<file path="src/rtl/reflet_boot_mapper.sv">
// rtl/reflet_boot_mapper.sv - boot-ROM overlay address mapper with unmap control register
//
// Maps a boot-ROM window over the low address space until software writes the
// unmap key to the control register. Reads inside the window go to the ROM,
// everything else goes to RAM. Writes always target RAM, so code can pre-load
// the RAM shadowed by the ROM before unmapping it.
//
// Optional feature macro: REFLET_BOOT_WP_EN
//   defined   - writes inside the mapped window are dropped, acknowledged, and
//               latch the sticky wp_fault flag until reset.
//   undefined - writes inside the window shadow into RAM; wp_fault is tied 0.
//
// Ports:
//   clk, reset            sole clock (rising edge), synchronous active-high reset
//   cpu_addr/cpu_wdata    CPU byte address and write data
//   cpu_write_en/read_en  single-cycle request strobes (write wins if both set)
//   cpu_rdata/cpu_ready   response data and one-cycle completion pulse
//   rom_enable/rom_addr   boot ROM request (combinational), rom_data 1-cycle later
//   ram_enable/ram_write_en/ram_addr/ram_wdata  RAM request (combinational)
//   ram_rdata             RAM read data, 1-cycle latency
//   boot_active           1 while the ROM window is mapped
//   wp_fault              sticky write-protect fault

`timescale 1ns/1ps

module reflet_boot_mapper #(
    parameter logic [15:0] ROM_BASE  = 16'h7E00,
    parameter int          ROM_SIZE  = 512,
    parameter logic [15:0] CTRL_ADDR = 16'hFFF0,
    parameter logic [7:0]  UNMAP_KEY = 8'hA5
) (
    input  logic        clk,
    input  logic        reset,
    input  logic [15:0] cpu_addr,
    input  logic [7:0]  cpu_wdata,
    input  logic        cpu_write_en,
    input  logic        cpu_read_en,
    output logic [7:0]  cpu_rdata,
    output logic        cpu_ready,
    output logic        rom_enable,
    output logic [14:0] rom_addr,
    input  logic [7:0]  rom_data,
    output logic        ram_enable,
    output logic        ram_write_en,
    output logic [15:0] ram_addr,
    output logic [7:0]  ram_wdata,
    input  logic [7:0]  ram_rdata,
    output logic        boot_active,
    output logic        wp_fault
);

    // 17-bit bounds so ROM_BASE+ROM_SIZE cannot wrap around to a small value.
    localparam logic [16:0] WIN_LO = {1'b0, ROM_BASE};
    localparam logic [16:0] WIN_HI = WIN_LO + 17'(ROM_SIZE);

    typedef enum logic [1:0] {
        SRC_ZERO,
        SRC_ROM,
        SRC_RAM,
        SRC_CTRL
    } src_t;

    logic        r_boot_active;
    logic        r_ready;
    src_t        r_src;
    logic        r_ctrl_val;
    logic [14:0] r_rom_addr;
    logic [15:0] r_ram_addr;
    logic [7:0]  r_ram_wdata;

    logic        w_wr;
    logic        w_rd;
    logic        w_is_ctrl;
    logic        w_in_win;
    logic        w_rom_rd;
    logic        w_ram_rd;
    logic        w_ram_wr;
    logic        w_wp_drop;
    logic        w_unmap;

    // Write has priority: a cycle with both strobes is a write only.
    assign w_wr      = cpu_write_en & ~reset;
    assign w_rd      = cpu_read_en & ~cpu_write_en & ~reset;
    assign w_is_ctrl = (cpu_addr == CTRL_ADDR);
    assign w_in_win  = r_boot_active
                     && ({1'b0, cpu_addr} >= WIN_LO)
                     && ({1'b0, cpu_addr} <  WIN_HI);

    // The control register is decoded first so it never reaches either memory.
    assign w_rom_rd  = w_rd & ~w_is_ctrl &  w_in_win;
    assign w_ram_rd  = w_rd & ~w_is_ctrl & ~w_in_win;

`ifdef REFLET_BOOT_WP_EN
    assign w_wp_drop = w_wr & ~w_is_ctrl & w_in_win;
`else
    assign w_wp_drop = 1'b0;
`endif

    assign w_ram_wr  = w_wr & ~w_is_ctrl & ~w_wp_drop;
    assign w_unmap   = w_wr & w_is_ctrl & (cpu_wdata == UNMAP_KEY);

    // Strobes are combinational; address/data buses hold their last driven
    // value on idle cycles so the memories see no spurious toggling.
    assign rom_enable   = w_rom_rd;
    assign rom_addr     = w_rom_rd ? cpu_addr[14:0] : r_rom_addr;
    assign ram_enable   = w_ram_rd | w_ram_wr;
    assign ram_write_en = w_ram_wr;
    assign ram_addr     = (w_ram_rd | w_ram_wr) ? cpu_addr : r_ram_addr;
    assign ram_wdata    = w_ram_wr ? cpu_wdata : r_ram_wdata;

    assign boot_active  = r_boot_active;

    // Gating with reset kills a response that was already registered when
    // reset arrives, so an in-flight read never completes.
    assign cpu_ready    = r_ready & ~reset;

    always_comb begin
        cpu_rdata = 8'h00;
        if (r_ready && !reset) begin
            case (r_src)
                SRC_ROM:  cpu_rdata = rom_data;
                SRC_RAM:  cpu_rdata = ram_rdata;
                SRC_CTRL: cpu_rdata = {7'b0, r_ctrl_val};
                default:  cpu_rdata = 8'h00;
            endcase
        end
    end

    always_ff @(posedge clk) begin
        if (reset) begin
            r_boot_active <= 1'b1;
            r_ready       <= 1'b0;
            r_src         <= SRC_ZERO;
            r_ctrl_val    <= 1'b0;
            r_rom_addr    <= 15'h0000;
            r_ram_addr    <= 16'h0000;
            r_ram_wdata   <= 8'h00;
        end else begin
            r_ready <= w_wr | w_rd;

            if (w_rom_rd) begin
                r_src <= SRC_ROM;
            end else if (w_ram_rd) begin
                r_src <= SRC_RAM;
            end else if (w_rd) begin
                r_src <= SRC_CTRL;
            end else begin
                r_src <= SRC_ZERO;
            end

            // Status read returns the mapping state as seen before this edge.
            r_ctrl_val <= r_boot_active;

            if (w_unmap) begin
                r_boot_active <= 1'b0;
            end

            if (w_rom_rd) begin
                r_rom_addr <= cpu_addr[14:0];
            end
            if (w_ram_rd | w_ram_wr) begin
                r_ram_addr <= cpu_addr;
            end
            if (w_ram_wr) begin
                r_ram_wdata <= cpu_wdata;
            end
        end
    end

`ifdef REFLET_BOOT_WP_EN
    logic r_wp_fault;

    always_ff @(posedge clk) begin
        if (reset) begin
            r_wp_fault <= 1'b0;
        end else if (w_wp_drop) begin
            r_wp_fault <= 1'b1;
        end
    end

    assign wp_fault = r_wp_fault;
`else
    assign wp_fault = 1'b0;
`endif

endmodule

</file>
<file path="config.mk">
export PLATFORM = sky130hd
export DESIGN_NAME = reflet_boot_mapper
export DESIGN_NICKNAME = d
export VERILOG_FILES = /design/src/rtl/reflet_boot_mapper.sv
export SDC_FILE = /design/constraint.sdc
export NUM_CORES = 1
export LEC_CHECK = 0
export CORE_UTILIZATION = 46
export DETAILED_ROUTE_END_ITERATION = 8
export PLACE_DENSITY = 0.86
export SLEW_MARGIN = 5
export SYNTH_ARGS = -nofsm -noshare
export SYNTH_HDL_FRONTEND = slang
export SYNTH_SLANG_ARGS = --single-unit
</file>
<file path="constraint.sdc">
create_clock -name clk -period 7.1 [get_ports clk]
set_clock_uncertainty 0.1 [all_clocks]
set_input_delay 1.775 -clock clk [delete_from_list [all_inputs] [get_ports clk]]
set_output_delay 1.775 -clock clk [all_outputs]
set_load 0.02 [all_outputs]
</file>
## Word-level counts from Yosys, hierarchy flattened

Cells that the tools add are included.

| word-level totals | value |
|---|---|
| flip-flop bits (word level) | 44 |
| latch bits | 0 |
| RAM bits | 0 |
| ROM bits | 0 |
| input bits | 44 |
| output and inout bits | 53 |
| word-level logic and storage cells | 44 |
| memories kept | 0 |

| operators by class | value |
|---|---|
| $add $sub $neg | 0 |
| multipliers | 0 |
| div/mod/pow operators | 0 |
| magnitude comparators | 2 |
| equality and inequality tests | 5 |
| shifts and indexed selects | 0 |
| muxes and demuxes | 8 |
| bitwise gates (word level) | 16 |
| reductions and logical operators | 5 |

Operators with widths:

| cell | number |
|---|---|
| one-hot mux 8 bit (3 select lines) | 1 |
| == test 16 bit (second input constant) | 1 |
| greater-or-equal comparator 16 x 15 -> 1 bit (second input constant) | 1 |
| < comparator 16 bit (second input constant) | 1 |
| two-way mux 16 bit | 1 |
| two-way mux 8 bit | 2 |
| two-way mux 15 bit | 1 |
| AND 1 bit | 10 |
| == test 8 bit (second input constant) | 1 |
| == test 2 bit (second input constant) | 2 |
| two-way mux 2 bit | 2 |
| inverter 1 bit | 4 |
| logical AND 1 bit | 3 |
| == test 2 x 1 -> 1 bit (second input constant) | 1 |
| OR 1 bit | 2 |
| OR reduction 2 bit | 1 |
| logical NOT 1 bit | 1 |
| two-way mux 1 bit | 1 |

## Longest topological paths before layout

Gate-level depths: netlist (run 1).

| depth | value |
|---|---|
| word-level depth | 7 |
| mapped depth | 7 |
| gate-level depth less buffers | 4 |

## Worst setup path before layout (run 1)

Ideal clock, no wire load.

| timing path | value |
|---|---|
| kind | input to output |
| start point | input cpu_addr[0] |
| end point | output ram_wdata[0] |
| arrival time | 3417 ps |
| data required time | 5225 ps |
| path slack | 1808 ps |
| cell stages on the path | 5 |
| path buffers | 1 |
| path through | or4_4 > or3_4 > o21ai_4 > buf_12 > mux2_4 |

| between the ends | value |
|---|---|
| word-level cells in the longest chain between the ends | 4 |

Ends and longest elaborated chain:

| what | line | source |
|---|---|---|
| start, declared | 34 | `input logic [15:0] cpu_addr,` |
| == test 16 bit | 84 | `assign w_is_ctrl = (cpu_addr == CTRL_ADDR);` |
| inverter 1 bit | 99 | `assign w_ram_wr = w_wr & ~w_is_ctrl & ~w_wp_drop;` |
| AND 1 bit | 99 |  |
| two-way mux 8 bit | - |  |
| end, declared | 46 | `output logic [7:0] ram_wdata,` |

Every way passes these cells.

## Final worst setup path (run 1)

| timing path | value |
|---|---|
| start point | input cpu_addr[0] |
| end point | output ram_wdata[6] |

The elaborated chain is that of the path after synthesis.

==> key figures, run 1 <==
Synth
  • Synth Warn #: 0
  • Top_reg_cell synth: dfxtp_1
  • Netlist cell types: 28
  • Mapped Area: 0.00227 sq mm
  • Dominant cells by area after synthesis: dfxtp_1 (39%), mux2_2 (24%), nor2b_1 (12%)
  • Synth Register Bits: 44
  • Post-synth EDFFs: 0
  • Cell taking the most area after synthesis: dfxtp_1
  • Post-synth top cells: mux2_2 (49), dfxtp_1 (44), nor2b_1 (43)
  • Sequential share of the synthesized area: 38.8%
  • Asr flop ratio synth: 0%
  • Post-Syn Nets: 257
  • Synth Area per Inst: 10.7 sq um
  • Post-synth top area share: 38.8%
  • Cells after Synth: 213
  • Count leader, synth: mux2_2

Worst setup path
  • Reg2reg path depth: 5
  • Reg-to-reg slack, setup: 5.17 ns
  • Worst EP arrival: 4.59 ns
  • Peak fanout along the critical path: 17
  • CP Launch Type: input pin
  • Crit path kind: in2out
  • R2r endpoint: r_rom_addr[4]
  • Worst r2r src: boot_active
  • Req. time, crit path: 5.22 ns
  • Worst setup EP type: primary output

Die
  • Die height: 72.3 um
  • Core area: 0.00472 sq mm
  • Die area: 0.00522 sq mm
  • Initial Utilization: 48.1%
  • Num ports: 97
  • Die W: 72.3 um
  • Std cell rows: 25

Final layout
  • Layout cell share with drive strength beyond 1: 27.0%
  • Final core occ: 70.8%
  • Diode count: 0
  • # nets final: 347
  • Area Overhead vs Synth: 47.2%

Global routing
  • Largest net degree at the start of global routing: 45
  • Initial antenna violation count: 0
  • Vias in the first global route: 1,681
  • GR Overflow Total: 0
  • Gr usage total: 19.0%
  • First-pass GRT wire length: 7800 um

Timing
  • Final Slew Violations: 0
  • Fmax: 0.155 GHz
  • Fin crit period: 6.46 ns
  • Final Hold Vio Count: 0
  • Period utilisation layout: 91.0%
  • Setup TNS: 0 ns
  • Fin worst setup slack: 0.639 ns
  • Worst-Margin Slew: 0.631 ns
  • Final Setup Violations: 0
  • Slew Limit Headroom: 57.8%
  • RSZ-0062 raised after global routing: false

Routing
  • First drt pass iteration count: 6
  • DRC: 0
  • Routed len/inst: 13.4 um
  • WL final: 4970 um
  • Via-per-instance ratio: 4.95
  • Via count: 1,837
  • Remaining antenna violation count: 0
  • First-iteration detailed-routing DRC count: 37

CTS
  • Worst-path clk slew: 0.08 ns
  • Sink Count: 44
  • CTS root buf: clkbuf_8
  • Clock buffer depth: 2
  • Clock buffer count from CTS: 5
  • CTS tree: built
  • Cts repair resizes: 0
  • # H-tree levels: 2
  • Worst skew pair latency: 0.29 ns
  • Post-CTS setup buffer count: 0
  • Hold_buf cts: 0

Hold path
  • HP Start: boot_active
  • Hold Crit Depth: 1
  • Worst Hold Class: reg2reg
  • Hold Path Sink: r_ctrl_val

Job
  • Max_cap viols: 0

Placement
  • Dpl hpwl: 3630 um
  • Place WS: 0.651 ns
  • GP Congestion: 0.773
  • # port buffers: 95

Power
  • PwrDens: 177 mW/mm^2
  • Peak supply drop: 0.121 mV
  • Pleak: 1.33 nW

Run status
  • Status: completed
## registers in the layout, summed over array words and instances (netlist names)
register / flops
r_ctrl_val: 1
r_src: 2
r_ram_wdata: 8
r_rom_addr: 15
r_ram_addr: 16
boot_active: 1
r_ready: 1
## cell usage in the layout (no fill, tap or decap), types with 2 or more instances in the layout
master,n
nor3_1,2
nand2b_1,3
nor2_1,13
mux2_4,9
nand4_1,3
a22oi_1,8
mux2_2,49
nand2_1,2
buf_4,3
or2_2,7
nor2b_1,43
clkbuf_8,5
dfxtp_1,44
clkdlybuf4s50_1,94
inv_1,3
## routing by layer
layer	share of wire [%]	track usage (%)	vias up	wire length [um]
met3	8.6	6.53	2	427
met5	0	0	-	0
met2	47	31.4	77	2320
li1	-	-	911	-
met4	0.28	5.23	0	14
met1	44	23.6	847	2210
## layout make-up
cell class / count / area (sq um)
Multi-Input combinational cell: 151 / 1290
Clock buffer: 5 / 68.8
Inverter: 3 / 11.3
Tap cell: 67 / 83.8
Sequential cell: 44 / 881
Fill cell: 366 / 1380
Clock inverter: 3 / 42.5
Timing Repair Buffer: 98 / 968
## cells by family after synthesis
| group | after synthesis | synth area share (%) |
|---|---|---|
| simple gates | 79 | 21.4 |
| mux | 58 | 30.2 |
| flops | 44 | 38.8 |
| buf+inv | 18 | 4.57 |
| compound gates | 13 | 4.79 |
| other cells | 1 | 0.165 |
## worst max-delay path by stage
stage / from / end / slack (ns)
2_1_floorplan: cpu_addr[0] / ram_wdata[0] / 1.81
3_3_place_gp: cpu_addr[0] / ram_wdata[5] / 0.70
3_5_place_dp: cpu_addr[0] / ram_wdata[6] / 0.65
4_1_cts: cpu_addr[0] / ram_wdata[6] / 0.65
5_1_grt: cpu_addr[0] / ram_wdata[5] / 0.54
6_report: cpu_addr[0] / ram_wdata[6] / 0.64
## where the power goes
group	switching [mW]	total, mW	internal, mW	leakage [nW]
clock network	0.0845	0.189	0.104	0.0541
logic	0.0574	0.138	0.0808	0.915
registers	0.00510	0.264	0.259	0.362
total	0.147	0.591	0.444	1.33
## stage by stage
| step | power (mW) | hold WS, ns | area, sq um | instances |
|---|---|---|---|---|
| 2_1_floorplan | 0.346 | 0.460 | 2270 | 213 |
| 3_3_place_gp | 0.406 | 0.401 | 3230 | 363 |
| 3_5_place_dp | 0.408 | 0.399 | 3230 | 363 |
| 4_1_cts | 0.598 | 0.410 | 3340 | 371 |
| 5_1_grt | 0.618 | 0.427 | 3340 | 371 |
| 6_report | 0.591 | 0.405 | 3340 | 371 |
## critical path, stage by stage
cell and delay [ns]:
clkdlybuf4s50_1 0.46, or4_4 0.57, or3_4 0.36, o21ai_4 0.52, mux2_4 0.35, clkdlybuf4s50_1 0.55
No activity file was read; power rests on OpenSTA's default activity.
==> run 2: changes to the inputs <==
Settings changed: CTS_CLUSTER_DIAMETER set to 150.
==> results of run 2 <==
The final DEF is identical to that of run 1; final timing and power are the same.
